File: config.mk
export PLATFORM = sky130hd
export DESIGN_NAME = pal_macrocell_array
export DESIGN_NICKNAME = d
export VERILOG_FILES = /design/src/rtl/pal_macrocell_array.sv
export SDC_FILE = /design/constraint.sdc
export NUM_CORES = 1
export LEC_CHECK = 0
export CAP_MARGIN = 15
export CORE_UTILIZATION = 53
export CTS_CLUSTER_DIAMETER = 30
export DETAILED_ROUTE_END_ITERATION = 6
export HOLD_SLACK_MARGIN = 0.15
export PLACE_DENSITY = 0.75
export SYNTH_ARGS = -nofsm -noshare
export SYNTH_HDL_FRONTEND = slang
export SYNTH_SLANG_ARGS = --single-unit
File: constraint.sdc
create_clock -name clk -period 4.94 [get_ports clk]
set_clock_uncertainty 0.1 [all_clocks]
set_input_delay 1.482 -clock clk [delete_from_list [all_inputs] [get_ports clk]]
set_output_delay 1.482 -clock clk [all_outputs]
set_load 0.005 [all_outputs]
File: src/rtl/pal_macrocell_array.sv
// pal_macrocell_array: second-generation PAL core.
// A programmable AND/OR array feeds per-output macrocells. Each macrocell is
// combinational, inverted, D-registered or T-registered. The whole personality
// lives in one serial configuration chain, which is loaded LSB-first and can be
// read back through cfg_dout. Outputs stay low until a load of exactly CFG_LEN
// bits has completed.
module pal_macrocell_array #(
  parameter int NUM_INPUTS  = 8,
  parameter int NUM_TERMS   = 13,
  parameter int NUM_OUTPUTS = 4
) (
  input  logic                   clk,
  input  logic                   rst_n,
  input  logic                   cfg_mode,
  input  logic                   cfg_valid,
  input  logic                   cfg_data,
  output logic                   cfg_dout,
  output logic                   cfg_done,
  output logic                   cfg_err,
  input  logic                   enable,
  input  logic [NUM_INPUTS-1:0]  in_data,
  output logic [NUM_OUTPUTS-1:0] out_data
);

  localparam int AND_BITS = 2 * NUM_INPUTS * NUM_TERMS;
  localparam int OR_BITS  = NUM_TERMS * NUM_OUTPUTS;
  localparam int MC_BITS  = 2 * NUM_OUTPUTS;
  localparam int CFG_LEN  = AND_BITS + OR_BITS + MC_BITS;
  localparam int CNT_W    = $clog2(CFG_LEN + 2);
  localparam int LIT_W    = 2 * NUM_INPUTS;

  localparam logic [CNT_W-1:0] CNT_LEN  = CNT_W'(CFG_LEN);
  localparam logic [CNT_W-1:0] CNT_SAT  = CNT_W'(CFG_LEN + 1);
  localparam logic [CNT_W-1:0] CNT_ONE  = CNT_W'(1);
  localparam logic [CNT_W-1:0] CNT_ZERO = CNT_W'(0);

  localparam logic [1:0] MODE_COMB = 2'b00;
  localparam logic [1:0] MODE_DFF  = 2'b01;
  localparam logic [1:0] MODE_TFF  = 2'b10;
  localparam logic [1:0] MODE_INV  = 2'b11;

  logic [CFG_LEN-1:0]     chain;
  logic [CNT_W-1:0]       cnt;
  logic                   cfg_mode_q;
  logic [NUM_OUTPUTS-1:0] mc_q;
  logic [NUM_OUTPUTS-1:0] mc_out;
  logic [NUM_OUTPUTS-1:0] comb;
  logic [NUM_TERMS-1:0]   term;
  logic [LIT_W-1:0]       lit;
  logic                   run;

  // The array and the flops only run after a clean load, outside config, when enabled.
  assign run = cfg_done & ~cfg_mode & enable;

  // The readback bit is the chain LSB, which is already a flop.
  assign cfg_dout = chain[0];

  // Interleave the true and complement literals so that they line up with the AND-plane bit pairs.
  always_comb begin
    lit = '0;
    for (int i = 0; i < NUM_INPUTS; i++) begin
      lit[2*i]   = in_data[i];
      lit[2*i+1] = ~in_data[i];
    end
  end

  // A product term is the AND of its enabled literals. A term with no enabled literal reads as 0.
  for (genvar t = 0; t < NUM_TERMS; t++) begin : g_term
    logic [LIT_W-1:0] mask;
    assign mask    = chain[LIT_W*t +: LIT_W];
    assign term[t] = (|mask) & (&(~mask | lit));
  end

  // Each output ORs only the terms selected in its own OR row.
  for (genvar o = 0; o < NUM_OUTPUTS; o++) begin : g_or
    assign comb[o] = |(term & chain[AND_BITS + o*NUM_TERMS +: NUM_TERMS]);
  end

  // Macrocell output select: pass, invert, or the registered state for the flop modes.
  always_comb begin
    mc_out = '0;
    for (int o = 0; o < NUM_OUTPUTS; o++) begin
      case (chain[AND_BITS + OR_BITS + 2*o +: 2])
        MODE_COMB: mc_out[o] = comb[o];
        MODE_DFF:  mc_out[o] = mc_q[o];
        MODE_TFF:  mc_out[o] = mc_q[o];
        MODE_INV:  mc_out[o] = ~comb[o];
        default:   mc_out[o] = 1'b0;
      endcase
    end
  end

  // Outputs are gated combinationally, so dropping enable zeroes them at once while the state holds.
  always_comb begin
    if (run) begin
      out_data = mc_out;
    end else begin
      out_data = '0;
    end
  end

  // Macrocell flops clear during config, advance when run is high, and otherwise hold.
  always_ff @(posedge clk or negedge rst_n) begin
    if (!rst_n) begin
      mc_q <= '0;
    end else if (cfg_mode) begin
      mc_q <= '0;
    end else if (run) begin
      for (int o = 0; o < NUM_OUTPUTS; o++) begin
        case (chain[AND_BITS + OR_BITS + 2*o +: 2])
          MODE_DFF: mc_q[o] <= comb[o];
          MODE_TFF: mc_q[o] <= mc_q[o] ^ comb[o];
          default:  mc_q[o] <= mc_q[o];
        endcase
      end
    end else begin
      mc_q <= mc_q;
    end
  end

  // The configuration chain shifts one accepted bit in at the top. Bits sent first end up at the LSB.
  always_ff @(posedge clk or negedge rst_n) begin
    if (!rst_n) begin
      chain <= '0;
    end else if (cfg_mode && cfg_valid) begin
      chain <= {cfg_data, chain[CFG_LEN-1:1]};
    end else begin
      chain <= chain;
    end
  end

  // Count bits per config phase on the cfg_mode edges, and judge the length when config is left.
  always_ff @(posedge clk or negedge rst_n) begin
    if (!rst_n) begin
      cfg_mode_q <= 1'b0;
      cnt        <= CNT_ZERO;
      cfg_done   <= 1'b0;
      cfg_err    <= 1'b0;
    end else begin
      cfg_mode_q <= cfg_mode;
      if (cfg_mode && !cfg_mode_q) begin
        cnt      <= cfg_valid ? CNT_ONE : CNT_ZERO;
        cfg_done <= 1'b0;
        cfg_err  <= 1'b0;
      end else if (cfg_mode) begin
        if (cfg_valid && (cnt != CNT_SAT)) begin
          cnt <= cnt + CNT_ONE;
        end else begin
          cnt <= cnt;
        end
      end else if (cfg_mode_q) begin
        cfg_done <= (cnt == CNT_LEN);
        cfg_err  <= (cnt != CNT_LEN);
      end else begin
        cnt <= cnt;
      end
    end
  end

endmodule
==> impl_metrics.ini, run 1 <==
[run_status]
status = complete, but fails checks
violations = setup timing

[cts]
cts_tree = built
clk_latency_ns = 0.56
cts_hold_buf = 0
htreeDepth = 2
cts_inserted_buffers = 57
cts.sinks = 284
clock_path_buffers = 3
cts.clk_slew.worst_paths_ns = 0.05
cts-root-buf = clkbuf_16

[setup_path]
critical_path_class = in -> out
required_ns = 3.36
crit_chain = buf_8, buf_12, buf_12, mux2i_1, nand4_1, buf_4, nor4b_4, nor2_1, nand4_1, nor2_4, a2111oi_4, buf_2
slowest_delay_ns = 0.40
crit_slowest_cell = nor4b_4
worstPathArrival_ns = 3.75
critPathLaunchType = input pin
crit_fanout = 5
end_kind = output port

[placed_design]
place.gp.congestion = 0.836
io_buffer_count = 20
dp_hpwl_um = 18100
place_area_sq_mm = 0.0142
dp_slack_ns = -1.27

[die]
ios = 21
rows = 57
initial_core_util = 0.544
die_area_sq_mm = 0.0258
core_sq_mm = 0.0245
die_y_um = 161
die_x_um = 161

[timing]
fin_crit_ns = 5.33
hold_slack_ns = 0.421
max-slew-margin-rel = 0.328
fin_crit_sh = 1.08
final.setup.worst_slack_ns = -0.388
slew_violations = 0
setup-violations-final = 4
rsz0062_at_grt = true
fmaxAchievable_ghz = 0.188
finalHoldViolCount = 0
worstMarginPinSlew_ns = 1.01

[yosys]
async_flop_share = 1.00
netlist-cell-type-count = 47
synth_ff_type = dfrtp_1
postSynthAreaPerCell_sq_um = 13.5
syn_area_sq_mm = 0.0133
syn_nets = 1023
synth_seq_cells = 284
synth_cells = 989
synth_warnings = 0
synth_seq_area_share = 0.534
synth_edf_count = 0

[detailed_routing]
drt_iter0_markers = 638
drt-total-wl_um = 35200
wl_per_cell_um = 23.3
via_per_inst = 6.11
routed-via-count = 9209
drtAntennaViolNets = 0
dr.pass1.iters = 5
drc_errors = 0

[layout]
area_growth_pct = 31.2
fillerInstances = 1475
diodes = 0
final-seq-area_sq_mm = 0.00711
final_layout_size_suffix_gt1_frac = 0.459
fin_area_sq_mm = 0.0175
multi_input_area_sq_mm = 0.00628
fin_nets = 1168

[min_path]
hold_path_class = reg -> reg

[power]
p_leak_uw = 0.00862
p_per_area_mw_per_mm2 = 404
vdd_drop_max_mv = 0.332

[grt]
grt_usage = 0.276
grt_max_degree = 187
grt_pass1_wl_um = 55000
grt-ovfl-total = 0
antenna_found_initial = 0
grt_pass1_vias = 9907

[flow_run]
maxCapViolCount = 0
worst max-delay path, delay by kind of cell:
kind	cells	cell delay, ns
mux	1	0.20
simple gates	5	1.02
buf+inv	5	0.72
compound gates	1	0.31
power breakdown:
group | internal, uW | switching, uW | total, uW
registers | 2400 | 83.5 | 2490
clock network | 2850 | 1280 | 4130
logic | 212 | 223 | 435
total | 5460 | 1590 | 7050
what timing repair did:
action	4_1_cts	5_1_grt
endpoints found under the setup margin	4	4
cloned	6	0
setup buffers	61	8
resized for setup	139	28
pin swaps	49	24
cells in the mapped netlist (2+ instances only):
| library cell | number | area, sq um |
|---|---|---|
| nor3b_1 | 2 | 15.0 |
| ha_1 | 20 | 250 |
| nand3_1 | 5 | 25.0 |
| and4_2 | 2 | 20.0 |
| a2111oi_0 | 2 | 17.5 |
| and4_1 | 11 | 96.3 |
| nor4b_1 | 18 | 158 |
| a2111oi_1 | 2 | 20.0 |
| or3_1 | 2 | 12.5 |
| nand3b_1 | 4 | 30.0 |
| buf_8 | 3 | 45.0 |
| nor2_1 | 16 | 60.1 |
| mux2_2 | 260 | 2930 |
| or4b_1 | 2 | 20.0 |
| a2111oi_2 | 2 | 30.0 |
| a22oi_1 | 8 | 60.1 |
| nor4_1 | 53 | 332 |
| nor3_1 | 11 | 55.1 |
| clkbuf_1 | 27 | 101 |
| inv_1 | 21 | 78.8 |
| buf_4 | 8 | 60.1 |
| nand2_1 | 21 | 78.8 |
| a222oi_1 | 2 | 20.0 |
| nand4_1 | 33 | 206 |
| buf_6 | 4 | 45.0 |
| buf_1 | 5 | 18.8 |
| and3_1 | 2 | 12.5 |
| nor2b_1 | 2 | 12.5 |
| a21oi_1 | 13 | 65.1 |
| o21ai_0 | 17 | 85.1 |
| xor2_1 | 5 | 43.8 |
| mux2i_1 | 106 | 1060 |
| a221oi_1 | 2 | 17.5 |
| dfrtp_1 | 284 | 7110 |
| o31a_1 | 2 | 17.5 |
metrics by stage:
step / TNS (ns) / power, uW / instances / util
finish: -1.27 / 7050 / 1506 / 0.714
global route: -1.62 / 7250 / 1506 / 0.714
CTS: -0.961 / 7060 / 1499 / 0.707
detailed placement: -4.65 / 2880 / 1333 / 0.581
global placement: -4.72 / 2860 / 1333 / 0.581
floorplan: 0 / 2720 / 989 / -
layout by cell type (no fill, tap or decap), types with 5 or more instances in the layout:
master / netlist / final
dfrtp_1: 284 / 284
mux2_2: 260 / 260
mux2i_1: 106 / 99
buf_4: 8 / 75
clkbuf_16: 0 / 59
nor4_1: 53 / 53
nand4_1: 33 / 33
buf_12: 1 / 24
inv_1: 21 / 21
ha_1: 20 / 20
nand2_1: 21 / 19
o21ai_0: 17 / 15
buf_6: 4 / 15
a21oi_1: 13 / 13
nor2_1: 16 / 13
bufinv_16: 0 / 12
and4_1: 11 / 11
clkinv_2: 0 / 11
nor4b_4: 0 / 9
clkbuf_1: 27 / 8
clkdlybuf4s50_1: 0 / 7
nor3_4: 0 / 6
nor4b_2: 0 / 6
inv_6: 0 / 6
clkinvlp_4: 0 / 6
buf_16: 0 / 6
mux2i_2: 0 / 5
a22oi_2: 0 / 5
xor2_1: 5 / 5
registers in the layout, summed over array words and instances (netlist names):
signal	flops
chain	268
cfg_done	1
cfg_mode_q	1
mc_q	4
cfg_err	1
cnt	9
cell type report:
class,instances,area share
Clock buffer,70,0.0886
Clock inverter,37,0.0304
Inverter,21,0.00451
Multi-Input combinational cell,635,0.359
Sequential cell,284,0.407
Tap cell,324,0.0232
Timing Repair Buffer,135,0.0874
worst paths after layout:
| check | cells past startpoint | slack (ns) | endpoint | startpoint |
|---|---|---|---|---|
| min reg2reg | 1 | 0.42 | chain[220]$_DFFE_PN0P_ | chain[221]$_DFFE_PN0P_ |
| max | 12 | -0.39 | out_data[0] | in_data[2] |
| min | 1 | 0.42 | chain[220]$_DFFE_PN0P_ | chain[221]$_DFFE_PN0P_ |
| max in group asynchronous | 2 | 2.79 | chain[159]$_DFFE_PN0P_ | rst_n |
| min in group asynchronous | 1 | 0.92 | chain[35]$_DFFE_PN0P_ | rst_n |
| max reg2reg | 10 | 1.99 | mc_q[2]$_DFFE_PN0P_ | chain[27]$_DFFE_PN0P_ |
kinds of logic after synthesis:
| logic type | Yosys count | synth area share |
|---|---|---|
| muxes | 366 | 0.300 |
| DFF | 284 | 0.534 |
| and+or+nand+nor | 188 | 0.0878 |
| buffers and inverters | 70 | 0.0281 |
| AOI/OAI and AO/OA | 55 | 0.0282 |
| adders and majority gates | 20 | 0.0188 |
| xor gates and xnor gates | 6 | 0.00395 |
per-layer routing:
layer | part of all wire | global-route usage
met3 | 0.055 | 0.0638
met1 | 0.42 | 0.360
met2 | 0.49 | 0.444
met4 | 0.037 | 0.114
met5 | 0 | 0
(Power assumes the default switching activity.)
==> run 2, diff against run 1 <==
- CORE_UTILIZATION: 53 -> 50
- PLACE_DENSITY: 0.75 -> 0.72
==> impl_metrics.ini, run 2 (same netlist as run 1, synthesis figures left out) <==
[run_status]
status = complete, but fails checks
violations = setup timing

[layout]
finish.utilization = 0.660
area_growth_pct = 29.2
fillerInstances = 1770
fin_nets = 1144
reg_top3 = chain (268), cnt (9), mc_q (4)
fin_area_sq_mm = 0.0172
layout_commonest_cell = dfrtp_1
fin_cells = 1490
final_layout_size_suffix_gt1_frac = 0.442
diodes = 0
largest_reg_flops = 268
layout_common_cells = 284 x dfrtp_1, 260 x mux2_2, 102 x mux2i_1
regMostFlops = chain

[detailed_routing]
dr.pass1.iters = 5
drtAntennaViolNets = 0
drt-total-wl_um = 31700
wl_per_cell_um = 21.3
drc_errors = 0
routed-via-count = 8840
via_per_inst = 5.93
drt_iter0_markers = 487

[cts]
clk_latency_ns = 0.57
clock_path_buffers = 3
cts_inserted_buffers = 58
htreeDepth = 2
cts-root-buf = clkbuf_16
cts.clk_slew.worst_paths_ns = 0.05
cts_tree = built
cts.sinks = 284

[placed_design]
dp_hpwl_um = 17200
place.gp.congestion = 0.830
dp_cells = 1336
io_buffer_count = 20
place_area_sq_mm = 0.0141

[timing]
fin_crit_sh = 1.08
max-slew-margin-rel = 0.263
finalHoldViolCount = 0
rsz0062_at_grt = true
setup-violations-final = 4
slew_violations = 0
fin_crit_ns = 5.32
final.setup.worst_slack_ns = -0.383
worstMarginPinSlew_ns = 1.10
fmaxAchievable_ghz = 0.188

[grt]
grt-ovfl-total = 0
grt_pass1_vias = 9118
grt_max_degree = 173
grt_usage = 0.242
grt_pass1_wl_um = 50600
antenna_found_initial = 0

[setup_path]
timing.rr.end = mc_q[2]$_DFFE_PN0P_
critical_path_class = in -> out
critPathLaunchType = input pin
worstPathArrival_ns = 3.74
r2r_slack_ns = 1.96
reg2reg_from = chain[75]$_DFFE_PN0P_
end_kind = output port
required_ns = 3.36
crit_fanout = 7
r2r_cells = 9
startpoint = in_data[1]
crit_path_end = out_data[1]

[min_path]
hp-start = mc_q[1]$_DFFE_PN0P_
hold_path_class = reg -> reg

[die]
die_x_um = 165
rows = 59
core_sq_mm = 0.0261
die_area_sq_mm = 0.0273
ios = 21
die_y_um = 165
initial_core_util = 0.511

[power]
vdd_drop_max_mv = 0.317
p_leak_uw = 0.00846
p_per_area_mw_per_mm2 = 406

[flow_run]
maxCapViolCount = 0
run 2: report_power, final:
part           switching (uW)  total (uW)  internal, uW
Combinational             215         420           204
Sequential               68.7        2470          2400
Clock                    1280        4100          2820
run 2: per-stage QoR:
stage | hold slack (ns) | TNS, ns | power (uW) | setup WS, ns
2_1_floorplan | 0.368 | 0 | 2720 | 0.208
3_3_place_gp | 0.392 | -4.96 | 2860 | -1.31
3_5_place_dp | 0.397 | -5.14 | 2860 | -1.30
4_1_cts | 0.403 | -1.03 | 7020 | -0.291
5_1_grt | 0.437 | -1.72 | 7200 | -0.453
6_report | 0.398 | -1.39 | 6990 | -0.383
run 2: area by class of cell:
class	count	area (sq um)	share of cell area
clock buffer	74	1650	0.0961
clock inverter	31	444	0.0258
inverter	21	78.8	0.00458
multi-input combinational	635	6230	0.362
sequential	284	7110	0.413
tap	335	419	0.0244
timing repair buffer	110	1270	0.0737
run 2: worst min path at each step:
stage / to / cells after the start
2_1_floorplan: mc_q[1]$_DFFE_PN0P_ / 1
6_report: mc_q[1]$_DFFE_PN0P_ / 1
5_1_grt: mc_q[1]$_DFFE_PN0P_ / 1
4_1_cts: mc_q[1]$_DFFE_PN0P_ / 1
3_5_place_dp: mc_q[1]$_DFFE_PN0P_ / 1
3_3_place_gp: mc_q[1]$_DFFE_PN0P_ / 1
run 2: what timing repair did:
item	in CTS	in global routing
setup buffers	40	8
gates resized for setup	136	13
pin swaps	47	18
hold buffers	0	0
setup endpoints to repair	4	4
cloned	5	0
run 2: critical path: stages:
cell	delay, ns
buf_4	0.15
buf_12	0.16
mux2i_1	0.20
nand4_1	0.31
nor4b_4	0.42
a2111oi_4	0.09
buf_4	0.15
nand4_1	0.21
buf_4	0.16
nor2_1	0.04
nor4b_2	0.23
buf_2	0.15
run 2: metal layers:
metal | share of wire | GRT usage | up-vias
li1 | - | - | 4004
met1 | 0.44 | 0.330 | 4539
met2 | 0.48 | 0.379 | 223
met3 | 0.052 | 0.0504 | 74
met4 | 0.028 | 0.0905 | 0
met5 | 0 | 0 | -
==> run 3, diff against run 2 <==
- CTS_CLUSTER_DIAMETER: 30 -> 50
- REMOVE_ABC_BUFFERS: not set -> 1
==> impl_metrics.ini, run 3 (same netlist as run 1, synthesis figures left out) <==
[die]
die_area_sq_mm = 0.0273
core_sq_mm = 0.0261
ios = 21
initial_core_util = 0.511
rows = 59
die_x_um = 165
die_y_um = 165

[setup_path]
r2r_slack_ns = 0.51
worstPathArrival_ns = 3.67
reg2reg_from = chain[76]$_DFFE_PN0P_
critPathLaunchType = input pin
required_ns = 3.36
crit_fanout = 6
critical_path_class = in -> out
r2r_cells = 26
end_kind = output port
timing.rr.end = mc_q[1]$_DFFE_PN0P_

[power]
p_per_area_mw_per_mm2 = 330
intPower_uw = 4140
fin_total_pwr_uw = 5440
p_leak_uw = 0.00821
seqPwrFrac = 0.454
p_comb_frac = 0.081
switchingPower_uw = 1300
vdd_drop_max_mv = 0.345
pwr-share-clk = 0.466
p_sw_frac = 0.239

[grt]
grt_max_degree = 131
grt_pass1_wl_um = 50100
grt_usage = 0.238
grt_pass1_vias = 9103
grt-ovfl-total = 0
antenna_found_initial = 0

[flow_run]
maxCapViolCount = 0

[layout]
final_layout_size_suffix_gt1_frac = 0.428
fillerInstances = 1895
largest_reg_flops = 268
fin_area_sq_mm = 0.0165
fin_nets = 1146
reg_top3 = chain (268), cnt (9), mc_q (4)
diodes = 0
fin_cells = 1473
layout_common_cells = 284 x dfrtp_1, 260 x mux2_2, 106 x mux2i_1
area_growth_pct = 23.8
finish.utilization = 0.633
regMostFlops = chain
layout_commonest_cell = dfrtp_1

[timing]
rsz0062_at_grt = true
fmaxAchievable_ghz = 0.190
setup-violations-final = 5
slew_violations = 0
max-slew-margin-rel = 0.486
final.setup.worst_slack_ns = -0.315
fin_crit_sh = 1.06
worstMarginPinSlew_ns = 0.771
finalHoldViolCount = 0
fin_crit_ns = 5.25
fin_tns_setup_ns = -1.17

[detailed_routing]
drt_iter0_markers = 624
drc_errors = 0
wl_per_cell_um = 21.2
drtAntennaViolNets = 0
drt-total-wl_um = 31300
dr.pass1.iters = 7
via_per_inst = 5.87
routed-via-count = 8640

[run_status]
violations = setup timing
status = complete, but fails checks

[cts]
cts_inserted_buffers = 34
clock_path_buffers = 3
htreeDepth = 2
cts.clk_slew.worst_paths_ns = 0.05
cts_hold_buf = 0
cts.sinks = 284
cts_tree = built
cts-root-buf = clkbuf_16
clk_latency_ns = 0.52

[min_path]
min_delay_path_depth = 1
min_to = cfg_err$_DFFE_PN0P_
hold_path_class = reg -> reg
hp-start = cfg_err$_DFFE_PN0P_

[placed_design]
dp_hpwl_um = 17700
dp_cells = 1347
place_area_sq_mm = 0.0142
place.gp.congestion = 0.826
io_buffer_count = 20
==> run 3: cell count changes in the layout (fill, tap and decap cells not counted), sizes merged <==
cell,before,now
bufinv,9,2
clkbuf,74,48
buf,103,129
inv,22,25
clkinv,16,7
clkinvlp,5,1
==> run 3: worst max path at each step <==
stage	startpoint	to	cells after the start
floorplan	cfg_mode	cnt[5]$_DFFE_PN0P_	5
global placement	in_data[2]	out_data[1]	11
detailed placement	in_data[2]	out_data[1]	11
CTS	in_data[7]	out_data[3]	11
global route	in_data[4]	out_data[1]	12
finish	in_data[3]	out_data[3]	11
==> run 3: what timing repair did <==
action	4_1_cts	5_1_grt
pin swaps	36	15
endpoints found under the setup margin	4	5
gates cloned	8	0
buffers inserted	52	10
gates resized for setup	133	20
==> run 3: layout make-up <==
type / instances / area, sq um / area share
sequential: 284 / 7110 / 0.431
multi-input combinational: 635 / 6140 / 0.373
timing repair buffer: 136 / 1580 / 0.0956
clock buffer: 48 / 985 / 0.0597
tap: 335 / 419 / 0.0254
clock inverter: 14 / 174 / 0.0106
inverter: 21 / 78.8 / 0.00478
==> run 3: layer usage <==
metal | share of wire | up-vias | global-route usage
li1 | - | 3985 | -
met1 | 0.44 | 4433 | 0.317
met2 | 0.50 | 166 | 0.398
met3 | 0.039 | 56 | 0.0365
met4 | 0.024 | 0 | 0.0771
met5 | 0 | - | 0
==> run 3: stage by stage <==
| stage | setup slack (ns) | hold WS, ns |
|---|---|---|
| 6_report | -0.315 | 0.417 |
| 5_1_grt | -0.405 | 0.443 |
| 4_1_cts | -0.259 | 0.396 |
| 3_5_place_dp | -1.33 | 0.390 |
| 3_3_place_gp | -1.35 | 0.383 |
| 2_1_floorplan | -4.05 | 0.368 |
==> run 3: critical path, cell delays in order <==
cell and delay (ns):
buf_12 0.11, buf_12 0.14, buf_12 0.12, mux2i_1 0.11
nand4_1 0.22, nor3_2 0.09, a222oi_1 0.38, nand4_1 0.27
o31a_1 0.32, a2111oi_2 0.23, buf_2 0.18
==> run 3: power by group through the flow <==
stage / registers [uW] / clock network, uW / logic (uW)
2_1_floorplan: 2480 / 0 / 234
3_3_place_gp: 2500 / 0 / 353
3_5_place_dp: 2500 / 0 / 361
4_1_cts: 2460 / 2570 / 425
5_1_grt: 2480 / 2680 / 477
6_report: 2470 / 2530 / 438
